$ cat src/rtl/l1d_bus_unit.sv
// ============================================================================
// Module   : l1d_bus_unit
// Purpose  : Bus engine below the L1 data cache. Turns the cache's request
//            levels (single read, single write-through, line fill, line
//            writeback) into single-beat 64-bit req/ack bus transactions and
//            returns fill data, beat index and completion/error strobes.
//            One request is in service at a time.
// Ports    : clk, rst                  clock, synchronous active-high reset
//            read_req, write_through_req, read_line_req, write_line_req
//                                      request levels from the cache
//            L1_size, pa, wt_data      access size, address, write data
//            line_data, addr_count, line_write, cache_entry_refill,
//            trans_rdy, bus_error      registered results back to the cache
//            bus_req, bus_we, bus_addr, bus_size, bus_wdata
//                                      registered bus request side
//            bus_rdata, bus_ack, bus_err
//                                      bus response side
// Options  : L1_BUS_TIMEOUT_EN - per-beat watchdog; a beat that waits
//            TIMEOUT cycles is aborted exactly like bus_err.
// Revision : 1.0 - initial release
// ============================================================================
`default_nettype none

module l1d_bus_unit #(
    parameter int LINE_BEATS = 64,
    parameter int TIMEOUT    = 255
) (
    input  logic        clk,
    input  logic        rst,
    input  logic        read_req,
    input  logic        write_through_req,
    input  logic        read_line_req,
    input  logic        write_line_req,
    input  logic [3:0]  L1_size,
    input  logic [63:0] pa,
    input  logic [63:0] wt_data,
    output logic [63:0] line_data,
    output logic [10:0] addr_count,
    output logic        line_write,
    output logic        cache_entry_refill,
    output logic        trans_rdy,
    output logic        bus_error,
    output logic        bus_req,
    output logic        bus_we,
    output logic [63:0] bus_addr,
    output logic [3:0]  bus_size,
    output logic [63:0] bus_wdata,
    input  logic [63:0] bus_rdata,
    input  logic        bus_ack,
    input  logic        bus_err
);

    typedef enum logic [2:0] {
        S_IDLE     = 3'd0,
        S_SGL_RD   = 3'd1,
        S_SGL_WR   = 3'd2,
        S_FILL     = 3'd3,
        S_WB_FETCH = 3'd4,
        S_WB_ISSUE = 3'd5,
        S_DONE     = 3'd6,
        S_ERR      = 3'd7
    } state_t;

    localparam logic [10:0] c_last_beat = 11'(LINE_BEATS - 1);
    localparam logic [63:0] c_line_mask = ~(64'(LINE_BEATS) * 64'd8 - 64'd1);
    localparam logic [3:0]  c_size_dw   = 4'b1000;

    state_t      r_state;
    logic [63:0] r_base;
    logic [10:0] r_beat;

    logic [10:0] w_beat_inc;
    logic [63:0] w_cur_addr;
    logic [63:0] w_next_addr;
    logic        w_timeout;
    logic        w_abort;

    assign w_beat_inc  = r_beat + 11'd1;
    assign w_cur_addr  = r_base + {50'd0, r_beat, 3'b000};
    assign w_next_addr = r_base + {50'd0, w_beat_inc, 3'b000};

`ifdef L1_BUS_TIMEOUT_EN
    localparam logic [31:0] c_tmo_last = 32'(TIMEOUT - 1);
    logic [31:0] r_wdog;

    // r_wdog counts completed wait cycles of the current beat, so the beat
    // is aborted in its TIMEOUT-th cycle with bus_req high.
    assign w_timeout = bus_req && (r_wdog == c_tmo_last);

    always_ff @(posedge clk) begin
        if (rst || !bus_req || bus_ack || bus_err || w_timeout) begin
            r_wdog <= '0;
        end else begin
            r_wdog <= r_wdog + 32'd1;
        end
    end
`else
    logic w_unused_timeout;
    assign w_unused_timeout = (TIMEOUT != 0);
    assign w_timeout        = 1'b0;
`endif

    // An error (or watchdog expiry) outranks an ack in the same cycle.
    assign w_abort = bus_err || w_timeout;

    always_ff @(posedge clk) begin
        if (rst) begin
            r_state            <= S_IDLE;
            r_base             <= '0;
            r_beat             <= '0;
            line_data          <= '0;
            addr_count         <= '0;
            line_write         <= 1'b0;
            cache_entry_refill <= 1'b0;
            trans_rdy          <= 1'b0;
            bus_error          <= 1'b0;
            bus_req            <= 1'b0;
            bus_we             <= 1'b0;
            bus_addr           <= '0;
            bus_size           <= '0;
            bus_wdata          <= '0;
        end else begin
            line_write         <= 1'b0;
            cache_entry_refill <= 1'b0;
            trans_rdy          <= 1'b0;
            bus_error          <= 1'b0;

            case (r_state)
                S_IDLE: begin
                    r_beat <= '0;
                    if (write_line_req) begin
                        // addr_count is already 0 here, so the SRAM word for
                        // beat 0 is ready by the end of the first fetch cycle.
                        r_base  <= pa & c_line_mask;
                        r_state <= S_WB_FETCH;
                    end else if (read_line_req) begin
                        r_base   <= pa & c_line_mask;
                        bus_req  <= 1'b1;
                        bus_we   <= 1'b0;
                        bus_addr <= pa & c_line_mask;
                        bus_size <= c_size_dw;
                        r_state  <= S_FILL;
                    end else if (write_through_req) begin
                        r_base    <= pa;
                        bus_req   <= 1'b1;
                        bus_we    <= 1'b1;
                        bus_addr  <= pa;
                        bus_size  <= L1_size;
                        bus_wdata <= wt_data;
                        r_state   <= S_SGL_WR;
                    end else if (read_req) begin
                        r_base   <= pa;
                        bus_req  <= 1'b1;
                        bus_we   <= 1'b0;
                        bus_addr <= pa;
                        bus_size <= L1_size;
                        r_state  <= S_SGL_RD;
                    end
                end

                S_SGL_RD, S_SGL_WR: begin
                    if (w_abort) begin
                        bus_req   <= 1'b0;
                        bus_we    <= 1'b0;
                        bus_error <= 1'b1;
                        r_state   <= S_ERR;
                    end else if (bus_ack) begin
                        bus_req   <= 1'b0;
                        bus_we    <= 1'b0;
                        trans_rdy <= 1'b1;
                        if (r_state == S_SGL_RD) begin
                            line_data <= bus_rdata;
                        end
                        r_state <= S_DONE;
                    end
                end

                S_FILL: begin
                    if (w_abort) begin
                        bus_req   <= 1'b0;
                        bus_error <= 1'b1;
                        r_state   <= S_ERR;
                    end else if (bus_ack) begin
                        line_data  <= bus_rdata;
                        addr_count <= r_beat;
                        line_write <= 1'b1;
                        if (r_beat == c_last_beat) begin
                            bus_req            <= 1'b0;
                            trans_rdy          <= 1'b1;
                            cache_entry_refill <= 1'b1;
                            r_state            <= S_DONE;
                        end else begin
                            // bus_req stays high; move straight to the next beat.
                            r_beat   <= w_beat_inc;
                            bus_addr <= w_next_addr;
                        end
                    end
                end

                S_WB_FETCH: begin
                    // bus_wdata doubles as the writeback buffer.
                    bus_wdata <= wt_data;
                    bus_req   <= 1'b1;
                    bus_we    <= 1'b1;
                    bus_size  <= c_size_dw;
                    bus_addr  <= w_cur_addr;
                    // Present the next beat's SRAM address a cycle early so its
                    // data is already valid during the next fetch cycle.
                    if (r_beat != c_last_beat) begin
                        addr_count <= w_beat_inc;
                    end
                    r_state <= S_WB_ISSUE;
                end

                S_WB_ISSUE: begin
                    if (w_abort) begin
                        bus_req   <= 1'b0;
                        bus_we    <= 1'b0;
                        bus_error <= 1'b1;
                        r_state   <= S_ERR;
                    end else if (bus_ack) begin
                        bus_req <= 1'b0;
                        bus_we  <= 1'b0;
                        if (r_beat == c_last_beat) begin
                            trans_rdy <= 1'b1;
                            r_state   <= S_DONE;
                        end else begin
                            r_beat  <= w_beat_inc;
                            r_state <= S_WB_FETCH;
                        end
                    end
                end

                S_DONE, S_ERR: begin
                    // Requests are ignored here; clearing addr_count readies
                    // beat 0 for a writeback accepted in the following idle cycle.
                    addr_count <= '0;
                    r_state    <= S_IDLE;
                end

                default: r_state <= S_IDLE;
            endcase
        end
    end

endmodule

`default_nettype wire

$ cat config.mk
export PLATFORM = sky130hd
export DESIGN_NAME = l1d_bus_unit
export DESIGN_NICKNAME = d
export VERILOG_FILES = /design/src/rtl/l1d_bus_unit.sv
export SDC_FILE = /design/constraint.sdc
export NUM_CORES = 1
export LEC_CHECK = 0
export ABC_AREA = 1
export CAP_MARGIN = 25
export CORE_UTILIZATION = 48
export CTS_CLUSTER_SIZE = 20
export DETAILED_ROUTE_END_ITERATION = 8
export GPL_ROUTABILITY_DRIVEN = 0
export GPL_TIMING_DRIVEN = 0
export PLACE_DENSITY = 0.83
export REMOVE_ABC_BUFFERS = 1
export SLEW_MARGIN = 30
export SYNTH_ARGS = -nofsm -noshare
export SYNTH_HDL_FRONTEND = slang
export SYNTH_SLANG_ARGS = --single-unit
$ cat constraint.sdc
create_clock -name clk -period 3.4 [get_ports clk]
set_input_delay 0.85 -clock clk [delete_from_list [all_inputs] [get_ports clk]]
set_output_delay 0.85 -clock clk [all_outputs]
set_load 0.02 [all_outputs]
==> results of run 1 <==
through the flow:
| step | worst slack (ns) | instances | util | hold WS [ns] | area, µm² |
|---|---|---|---|---|---|
| finish | 0.104 | 2828 | 0.695 | 0.466 | 19600 |
| detailed placement | -0.489 | 2756 | 0.648 | 0.457 | 18300 |
| global placement | -7.14 | 2749 | 0.641 | 0.453 | 18100 |
| CTS | 0.00736 | 2814 | 0.687 | 0.467 | 19300 |
| global route | -0.0712 | 2828 | 0.695 | 0.480 | 19600 |
| floorplan | -0.623 | 1955 | - | 0.439 | 13400 |
routing by layer:
| layer | share of wire | global-route usage | wire length, µm | up-vias |
|---|---|---|---|---|
| li1 | - | - | - | 7442 |
| met1 | 0.37 | 0.354 | 18500 | 6999 |
| met2 | 0.47 | 0.524 | 23500 | 822 |
| met3 | 0.090 | 0.0732 | 4490 | 235 |
| met4 | 0.067 | 0.209 | 3330 | 0 |
| met5 | 0 | 0 | 0 | - |
cells in the final DEF (no fill, tap or decap), types with 3 or more instances in the layout:
cell             count
a211oi_1            42
a21oi_1            141
a21oi_2              3
a31oi_1              4
buf_12               3
buf_16               4
buf_4                8
clkbuf_1             8
clkbuf_16           31
clkbuf_8             8
clkdlybuf4s50_1    415
clkinv_2             5
dfxtp_1            288
diode_2              8
ha_1                11
inv_1              145
inv_2                8
inv_4                3
nand2_1            390
nand2_2             12
nand2_4              6
nand3_1            114
nand3_2              8
nand4_1             37
nor2_1             446
nor2_2               6
nor2_4               7
nor3_1              16
nor3_2               3
o211a_1              4
o211ai_1             5
o21ai_0            174
o21ai_1             24
o22ai_1              4
xnor2_1              4
xor2_1              23
flip-flops by register name, indices dropped and copies added, names as in the netlist:
name                flops
bus_error               1
r_base                 64
trans_rdy               1
bus_req                 1
addr_count             11
r_beat                 11
cache_entry_refill      1
bus_addr               64
bus_size                4
line_write              1
bus_wdata              64
bus_we                  1
line_data              64
r_state                 3
cells in the mapped netlist, types with 2 or more instances:
cell type	instances	area, µm²
a211oi_1	42	315
nand2_2	3	18.8
or2_2	2	12.5
nor3_1	19	95.1
a21oi_1	144	721
o211a_1	4	40.0
nand4_1	37	231
o21ai_1	23	115
nand3_1	121	606
nor2_1	455	1710
xor2_1	24	210
clkbuf_2	3	15.0
nor2_4	3	33.8
nand3b_1	2	15.0
nand2_1	404	1520
clkinv_1	2	7.51
dfxtp_1	291	5830
xnor2_1	4	35.0
inv_1	147	552
o22ai_1	4	25.0
and2_1	2	12.5
clkbuf_1	60	225
buf_6	7	78.8
a31oi_1	4	25.0
buf_2	24	120
nor3b_1	2	15.0
o21ai_0	177	886
nand3_2	2	20.0
buf_4	9	67.6
o211ai_1	5	37.5
ha_1	13	163
inv_2	10	37.5
nor2_8	2	40.0
power by group through the flow:
stage          combinational (mW)  clock [mW]  sequential, mW
2_1_floorplan                3.29           0            6.42
3_3_place_gp                 7.45           0            5.44
3_5_place_dp                 7.77           0            5.52
4_1_cts                      7.87        3.37            5.46
5_1_grt                      8.67        3.53            5.62
6_report                     8.01        3.35            5.50
kinds of logic after synthesis:
family	synth area share
adder cells (fa/ha/maj)	0.0131
buffers and inverters	0.0795
flip-flops	0.418
XOR/XNOR	0.0176
AO/OA/AOI/OAI	0.157
AND/OR/NAND/NOR	0.315
timing repair:
item,4_1_cts,5_1_grt
resized for setup,16,41
setup buffers,3,5
pin swaps,3,7
cloned,1,0
endpoints found under the setup margin,52,52
hold buffers,0,0
critical path, delay by kind of cell, from the launching register on:
kind                       cells  cell delay (ns)
AOI/OAI and AO/OA              2             0.31
adders and majority gates      1             0.44
buffers and inverters          4             0.60
DFF                            1             0.34
and+or+nand+nor               12             1.47
layout make-up:
type / count / area share
Antenna cell: 8 / 0.00102
Clock buffer: 47 / 0.0468
Clock inverter: 7 / 0.00435
Inverter: 159 / 0.0315
Multi-Input combinational cell: 1506 / 0.369
Sequential cell: 291 / 0.298
Tap cell: 378 / 0.0242
Timing Repair Buffer: 432 / 0.225
final timing paths:
kind,from,end,slack [ns]
worst min register to register,bus_addr[33],bus_addr[33],0.47
worst max-delay path,r_state[1],bus_addr[49],0.10
worst min-delay path,bus_addr[33],bus_addr[33],0.47
worst max register to register,r_state[1],bus_addr[49],0.10
==> results_dict.tcl, run 1 <==
set metrics [dict create \
    status "finished, final reports clean" \
    power_density_nw_per_um2 862 \
    layout.nets 2638 \
    switchingPower_mw 7.15 \
    drv_slew 0 \
    worst-setup-path-type "flop to flop" \
    rr_worst_depth 19 \
    port-buffer-count 416 \
    dr.first_iter.drc_count 1571 \
    cts.sinks 291 \
    grt_pass1_wl_um 73300 \
    synthFlopType "dfxtp_1" \
    tightest_slew_ns 0.852 \
    seqPwrFrac 0.326 \
    firstDrtPassIters 6 \
    syn_inst 2059 \
    grt.overflow.total 0 \
    clkLatencyLatePin_ns 0.57 \
    synth_seq_cells 291 \
    multi_input_area_um2 7220 \
    worstPathRequired_ns 3.82 \
    synth_edf_count 0 \
    power.total_mw 16.9 \
    grt_pass1_vias 13980 \
    synthDistinctLibCells 41 \
    cts_tree "built" \
    die_w_um 172 \
    cts_buffer_depth 3 \
    numCtsBuffers 30 \
    viasPerCell 5.48 \
    layout-drive-gt1-share 0.0569 \
    ys_warn_count 0 \
    min_path_cells 2 \
    slowest_stage "fa_1" \
    dpl.hpwl_um 35500 \
    grt_max_degree 127 \
    rows 61 \
    hold_viol_final 0 \
    slew_headroom 0.429 \
    root_buffer "clkbuf_16" \
    max_freq_mhz 303 \
    crit_path_start_kind "flop" \
    netlist_area_um2 13900 \
    clkPwrFrac 0.199 \
    start_util 0.494 \
    clock_skew_ns 0.0222 \
    post_drt_wl_per_cell_um 17.6 \
    ios 417 \
    antenna_found_initial 8 \
    coreArea_um2 28200 \
    clkSlewWorstSetupHoldPaths_ns 0.06 \
    seq_area_um2 5830 \
    yosysSeqAreaShare 0.418 \
    cp_max_fo 14 \
    die_h_um 172 \
    syn_area_per_cell_um2 6.76 \
    htree_levels 1 \
    tns_ns 0 \
    track_usage 0.313 \
    cp_data_arrival_time_ns 3.72 \
    p_leak_nw 7.70 \
    cp-end-kind "flop" \
    postSynth.asyncResetShare 0 \
    p_int_mw 9.72 \
    fin_crit_ns 3.30 \
    drc 0 \
    post-route-period-util 0.970 \
    pwr-share-comb 0.475 \
    routed_wl_um 49800 \
    setup_viol 0 \
    die_area_um2 29700 \
    cp_cell_sequence "inv_1 > nand2_4 > nor2_8 > clkinvlp_4 > o21ai_2 > inv_1 > fa_1 > inv_1 > nand3_1 > nand3_2 > nand2_1 > nand2_1 > nand2_1 > nand2_1 > nand2_1 > nand2_1 > nand3_1 > nand2_1 > a21oi_1" \
    num_vias 15498 \
    ant_nets 0 \
    critPathMaxStageDelay_ns 0.44 \
    path_common_cell "nand2_1" \
    vdd_ir_drop_max_v 0.000582 \
    p_sw_frac 0.424 \
    max_cap_viol_count 0 \
    fill_cells 2264 \
    holdCritPathClass "flop to flop" \
    area_growth_pct 40.5 \
]
(Power assumes the default switching activity.)
==> run 2, diff against run 1 <==
--- a/config.mk
+++ b/config.mk
@@ -15,5 +15,4 @@
 export PLACE_DENSITY = 0.83
 export REMOVE_ABC_BUFFERS = 1
-export SLEW_MARGIN = 30
 export SYNTH_ARGS = -nofsm -noshare
 export SYNTH_HDL_FRONTEND = slang
==> constraint.sdc (replaced) <==
create_clock -name clk -period 3.4 [get_ports clk]
set_input_delay 0.34 -clock clk [delete_from_list [all_inputs] [get_ports clk]]
set_output_delay 0.34 -clock clk [all_outputs]
set_load 0.02 [all_outputs]
==> run 2 against run 1 <==
Flip-flop and latch count stayed put. First-iteration DRC count is 5.3% higher. Largest power group unchanged. Worst hold slack worse by 0.16 ns. Global-route usage is 0.34 points higher. Cell count hardly changed. Wire length hardly changed. Highest routed layer unchanged. Clock-buffer cell count is 1 lower. Clock power is 5% higher. Final area is 0.29% higher. Maximum frequency is 0.36% higher. Die area stayed put. Sequential share of layout area is 0.068 points lower.
==> results_dict.tcl, run 2 (synthesis gave the netlist of run 1 again) <==
set metrics [dict create \
    seqPwrFrac 0.325 \
    viasPerCell 5.53 \
    fill_cells 2227 \
    numCtsBuffers 31 \
    clkPwrFrac 0.207 \
    ios 417 \
    place_ws_ns -0.583 \
    layout_commonest_cell "nor2_1" \
    max_cap_viol_count 0 \
    critPathMaxStageDelay_ns 0.38 \
    area_growth_pct 40.9 \
    clkSlewWorstSetupHoldPaths_ns 0.07 \
    crit_buf_inv 3 \
    switchingPower_mw 7.15 \
    grt_max_degree 127 \
    port-buffer-count 416 \
    p_sw_frac 0.421 \
    track_usage 0.316 \
    worst_hold_slack_ns 0.303 \
    coreArea_um2 28200 \
    cp_max_fo 5 \
    start_util 0.494 \
    die_area_um2 29700 \
    crit_family "simple AND/OR/NAND/NOR gates" \
    fin_util 0.697 \
    fin_crit_ns 3.28 \
    cp_cell_sequence "inv_1 > nor3_4 > nand2_2 > nor2_2 > nand3_2 > nor2_4 > xor2_2 > nand2_1 > o21ai_1 > ha_2 > nand2_1 > inv_1 > nand2_1 > inv_1 > nand2_1 > nand3_4 > nand2_2 > xor2_1 > nand2_1 > a21oi_1" \
    worstPathRequired_ns 3.89 \
    clkLatencyLatePin_ns 0.56 \
    layout.nets 2638 \
    mostFrequentLayoutCells "nor2_1, clkdlybuf4s50_1, nand2_1" \
    cts_hold_buf 0 \
    hold_viol_final 0 \
    layout-drive-gt1-share 0.0589 \
    status "finished, final reports clean" \
    drv_slew 0 \
    firstDrtPassIters 6 \
    drc 0 \
    post-route-period-util 0.966 \
    cts_tree "built" \
    worst_slack_ns 0.115 \
    pwr-share-comb 0.469 \
    setup_viol 0 \
    cts.sinks 291 \
    dr.first_iter.drc_count 1654 \
    tightest_slew_ns 0.956 \
    worst-setup-path-type "flop to flop" \
    dpl.hpwl_um 35900 \
    grt_pass1_vias 14073 \
    path_common_cell "nand2_1" \
    power_density_nw_per_um2 865 \
    die_h_um 172 \
    cp-end-kind "flop" \
    grt.overflow.total 0 \
    vdd_ir_drop_max_v 0.000497 \
    routed_wl_um 49900 \
    htree_levels 1 \
    p_leak_nw 7.73 \
    cts_buffer_depth 3 \
    post_drt_wl_per_cell_um 17.6 \
    die_w_um 172 \
    cp_data_arrival_time_ns 3.77 \
    grt_pass1_wl_um 74100 \
    rows 61 \
    p_int_mw 9.82 \
    max_freq_mhz 304 \
    num_vias 15639 \
    holdCritPathClass "input port to flop" \
    ant_nets 0 \
    crit_path_start_kind "flop" \
    root_buffer "clkbuf_16" \
    antenna_found_initial 5 \
    clock_skew_ns 0.0213 \
    slowest_stage "dfxtp_4" \
    slew_headroom 0.363 \
    r2r_setup_slack_ns 0.12 \
]
==> run 2: final timing paths <==
kind	cells past startpoint	start	end
max	20	r_beat[2]	bus_addr[23]
min	2	rst	bus_addr[63]
max reg2reg	20	r_beat[2]	bus_addr[23]
min reg2reg	2	r_base[1]	r_base[1]
==> run 2: metrics by stage <==
step / cells / cell area, µm² / setup TNS [ns] / total power [mW]
after floorplan: 1955 / 13400 / -0.113 / 9.71
after global placement: 2749 / 18100 / -1274.49 / 12.9
after detailed placement: 2757 / 18300 / -11.76 / 13.3
after CTS: 2815 / 19400 / 0 / 16.9
after global routing: 2827 / 19600 / -0.715 / 17.9
final: 2827 / 19600 / 0 / 17.0
==> run 2: final cells by class <==
cell class / count / area [µm²] / area share
multi-input cells: 1506 / 7210 / 0.367
flip-flops and latches: 291 / 5840 / 0.297
repair buffers: 431 / 4420 / 0.225
clock buffers: 46 / 932 / 0.0475
inverters: 159 / 606 / 0.0309
well taps: 378 / 473 / 0.0241
clock inverters: 11 / 136 / 0.00695
diodes: 5 / 12.5 / 0.000637
==> run 2: timing repair <==
item | 4_1_cts | 5_1_grt
setup endpoints to repair | 52 | 51
setup buffers | 0 | 6
gates cloned | 1 | 0
pin swaps | 1 | 9
resized for setup | 15 | 45
==> run 2: per-layer routing <==
metal	vias to the layer above	track usage	wire length [µm]
li1	7436	-	-
met1	7154	0.362	18600
met2	835	0.537	23800
met3	214	0.0700	4510
met4	0	0.192	2990
met5	-	0	0
==> run 2: worst reg2reg max path, delay by kind of cell, from the launching register on <==
kind / cells / cell delay [ns]
simple gates: 12 / 1.49
xor+xnor: 2 / 0.41
flops: 1 / 0.38
fa+ha+maj: 1 / 0.36
compound gates: 2 / 0.32
buf+inv: 3 / 0.22
==> run 2: power groups by stage <==
stage	clock (mW)	sequential, mW	combinational (mW)
2_1_floorplan	0	6.42	3.29
3_3_place_gp	0	5.44	7.45
3_5_place_dp	0	5.52	7.78
4_1_cts	3.53	5.47	7.86
5_1_grt	3.69	5.62	8.62
6_report	3.51	5.51	7.95
==> run 3, diff against run 2 <==
- SETUP_SLACK_MARGIN: default -> 0.3
==> run 3 against run 2 <==
Worst setup slack improved by 0.16 ns. Clock skew barely moved. Non-clock buffer count rose by 16. Clock power barely moved. Final area rose by 1.8%. Maximum frequency rose by 5.2%. Die area did not move. Wire length rose by 3.8%. Largest cell class unchanged. Power rose by 1.0%. Critical path depth did not move. Highest routed layer unchanged. Global-route usage rose by 0.45 points. Utilization rose by 1.3 points.
==> results_dict.tcl, run 3 (synthesis gave the netlist of run 1 again) <==
set metrics [dict create \
    status "finished, final reports clean" \
    crit_family "simple AND/OR/NAND/NOR gates" \
    setup_viol 0 \
    num_vias 15931 \
    die_area_um2 29700 \
    slew_headroom 0.354 \
    slowest_stage "dfxtp_4" \
    cp_cell_sequence "clkinvlp_4 > nor3_4 > nand2_2 > nor2_2 > nand3_2 > nor2_2 > xor2_1 > nand2_1 > o21ai_2 > ha_4 > nand2_1 > nor2_2 > nand2_2 > nor3_2 > nand2_1 > nand2_2 > nand2_1 > xor2_1 > nand2_1 > a21oi_2" \
    max_freq_mhz 320 \
    worst_hold_slack_ns 0.305 \
    clkLatencyLatePin_ns 0.56 \
    detail_route.wirelength.met1_um 19100 \
    clkPwrFrac 0.205 \
    firstDrtPassIters 7 \
    antenna_found_initial 7 \
    cp_data_arrival_time_ns 3.61 \
    tightest_slew_ns 0.969 \
    grt_setup_unrepaired "yes" \
    viasPerCell 5.60 \
    seqPwrFrac 0.323 \
    ios 417 \
    post_drt_wl_per_cell_um 18.2 \
    port-buffer-count 416 \
    die_w_um 172 \
    worst_slack_ns 0.279 \
    cts_hold_buf 0 \
    hold_viol_final 0 \
    crit_path_start_kind "flop" \
    cts_tree "built" \
    dp_cells 2757 \
    clock_skew_ns 0.0211 \
    crit_buf_inv 1 \
    place_area_um2 18300 \
    cp-end-kind "flop" \
    area_growth_pct 43.5 \
    dr.first_iter.drc_count 1748 \
    coreArea_um2 28200 \
    fin_util 0.710 \
    met2_length_um 24300 \
    max_cap_viol_count 0 \
    layout.nets 2654 \
    post-route-period-util 0.918 \
    layout-drive-gt1-share 0.0833 \
    drc 0 \
    worstPathRequired_ns 3.89 \
    p_sw_frac 0.424 \
    start_util 0.494 \
    wl_met3_um 4670 \
    numCtsBuffers 31 \
    ant_nets 0 \
    cp_max_fo 4 \
    cts.sinks 291 \
    layout_commonest_cell "nor2_1" \
    path_common_cell "nand2_1" \
    switchingPower_mw 7.27 \
    top_layer "met4" \
    cts_buffer_depth 3 \
    instances_no_fill 2846 \
    power_density_nw_per_um2 858 \
    grt_pass1_wl_um 75000 \
    track_usage 0.321 \
    fin_crit_ns 3.12 \
    place_ws_ns -0.583 \
    p_int_mw 9.87 \
    worst-setup-path-type "flop to flop" \
    pwr-share-comb 0.472 \
    final_area_um2 20000 \
    die_h_um 172 \
    grt_max_degree 127 \
    grt.overflow.total 0 \
    htree_levels 1 \
    rows 61 \
    drv_slew 0 \
    clkSlewWorstSetupHoldPaths_ns 0.06 \
    holdCritPathClass "input port to flop" \
    routed_wl_um 51800 \
    p_leak_nw 7.87 \
    root_buffer "clkbuf_16" \
    vdd_ir_drop_max_v 0.000531 \
    critPathMaxStageDelay_ns 0.39 \
    dpl.hpwl_um 35900 \
    mostFrequentLayoutCells "nor2_1, clkdlybuf4s50_1, nand2_1" \
    grt_pass1_vias 14263 \
]
run 3: changes by cell type in the layout (fill, tap and decap cells not counted), sizes merged:
cell      previous run  this run
buf                 16        32
diode                5         8
clkinv               8         7
clkinvlp             1         2
run 3: power groups by stage:
stage	Combinational (mW)	Sequential (mW)	Clock, mW
2_1_floorplan	3.29	6.42	0
3_3_place_gp	7.45	5.44	0
3_5_place_dp	7.78	5.52	0
4_1_cts	7.89	5.47	3.53
5_1_grt	8.74	5.64	3.69
6_report	8.10	5.53	3.52
run 3: final timing paths:
| kind | start | endpoint | slack, ns | cells after the start |
|---|---|---|---|---|
| min reg2reg | r_base[1] | r_base[1] | 0.47 | 2 |
| min | rst | bus_addr[63] | 0.30 | 2 |
| max | r_beat[1] | bus_addr[41] | 0.28 | 20 |
| max reg2reg | r_beat[1] | bus_addr[41] | 0.28 | 20 |
run 3: routing by layer:
metal,global-route usage,vias up
met1,0.366,7284
met3,0.0723,276
li1,-,7476
met2,0.543,895
met5,0,-
met4,0.200,0
run 3: layout make-up:
class / count / area, µm²
Antenna cell: 8 / 20.0
Clock buffer: 46 / 932
Clock inverter: 11 / 136
Fill cell: 2156 / 8170
Inverter: 159 / 613
Multi-Input combinational cell: 1506 / 7430
Sequential cell: 291 / 5840
Tap cell: 378 / 473
Timing Repair Buffer: 447 / 4550
run 3: timing repair:
| item | in CTS | in global routing |
|---|---|---|
| gates resized for setup | 45 | 83 |
| cloned | 1 | 0 |
| endpoints found under the setup margin | 59 | 52 |
| setup buffers | 9 | 13 |
| pin swaps | 13 | 31 |
| endpoints found under the hold margin | 0 | 0 |
run 3: stage by stage:
stage | power [mW] | TNS (ns)
floorplan | 9.71 | -0.113
global placement | 12.9 | -1274.49
detailed placement | 13.3 | -11.76
CTS | 16.9 | 0
global route | 18.1 | 0
finish | 17.1 | 0
run 3: worst register-to-register path, stage by stage (launching register included):
cell	delay [ns]
dfxtp_4	0.39
clkinvlp_4	0.12
nor3_4	0.20
nand2_2	0.08
nor2_2	0.12
nand3_2	0.10
nor2_2	0.17
xor2_1	0.25
nand2_1	0.10
o21ai_2	0.10
ha_4	0.20
nand2_1	0.08
nor2_2	0.19
nand2_2	0.10
nor3_2	0.17
nand2_1	0.09
nand2_2	0.12
nand2_1	0.08
xor2_1	0.17
nand2_1	0.09
a21oi_2	0.14
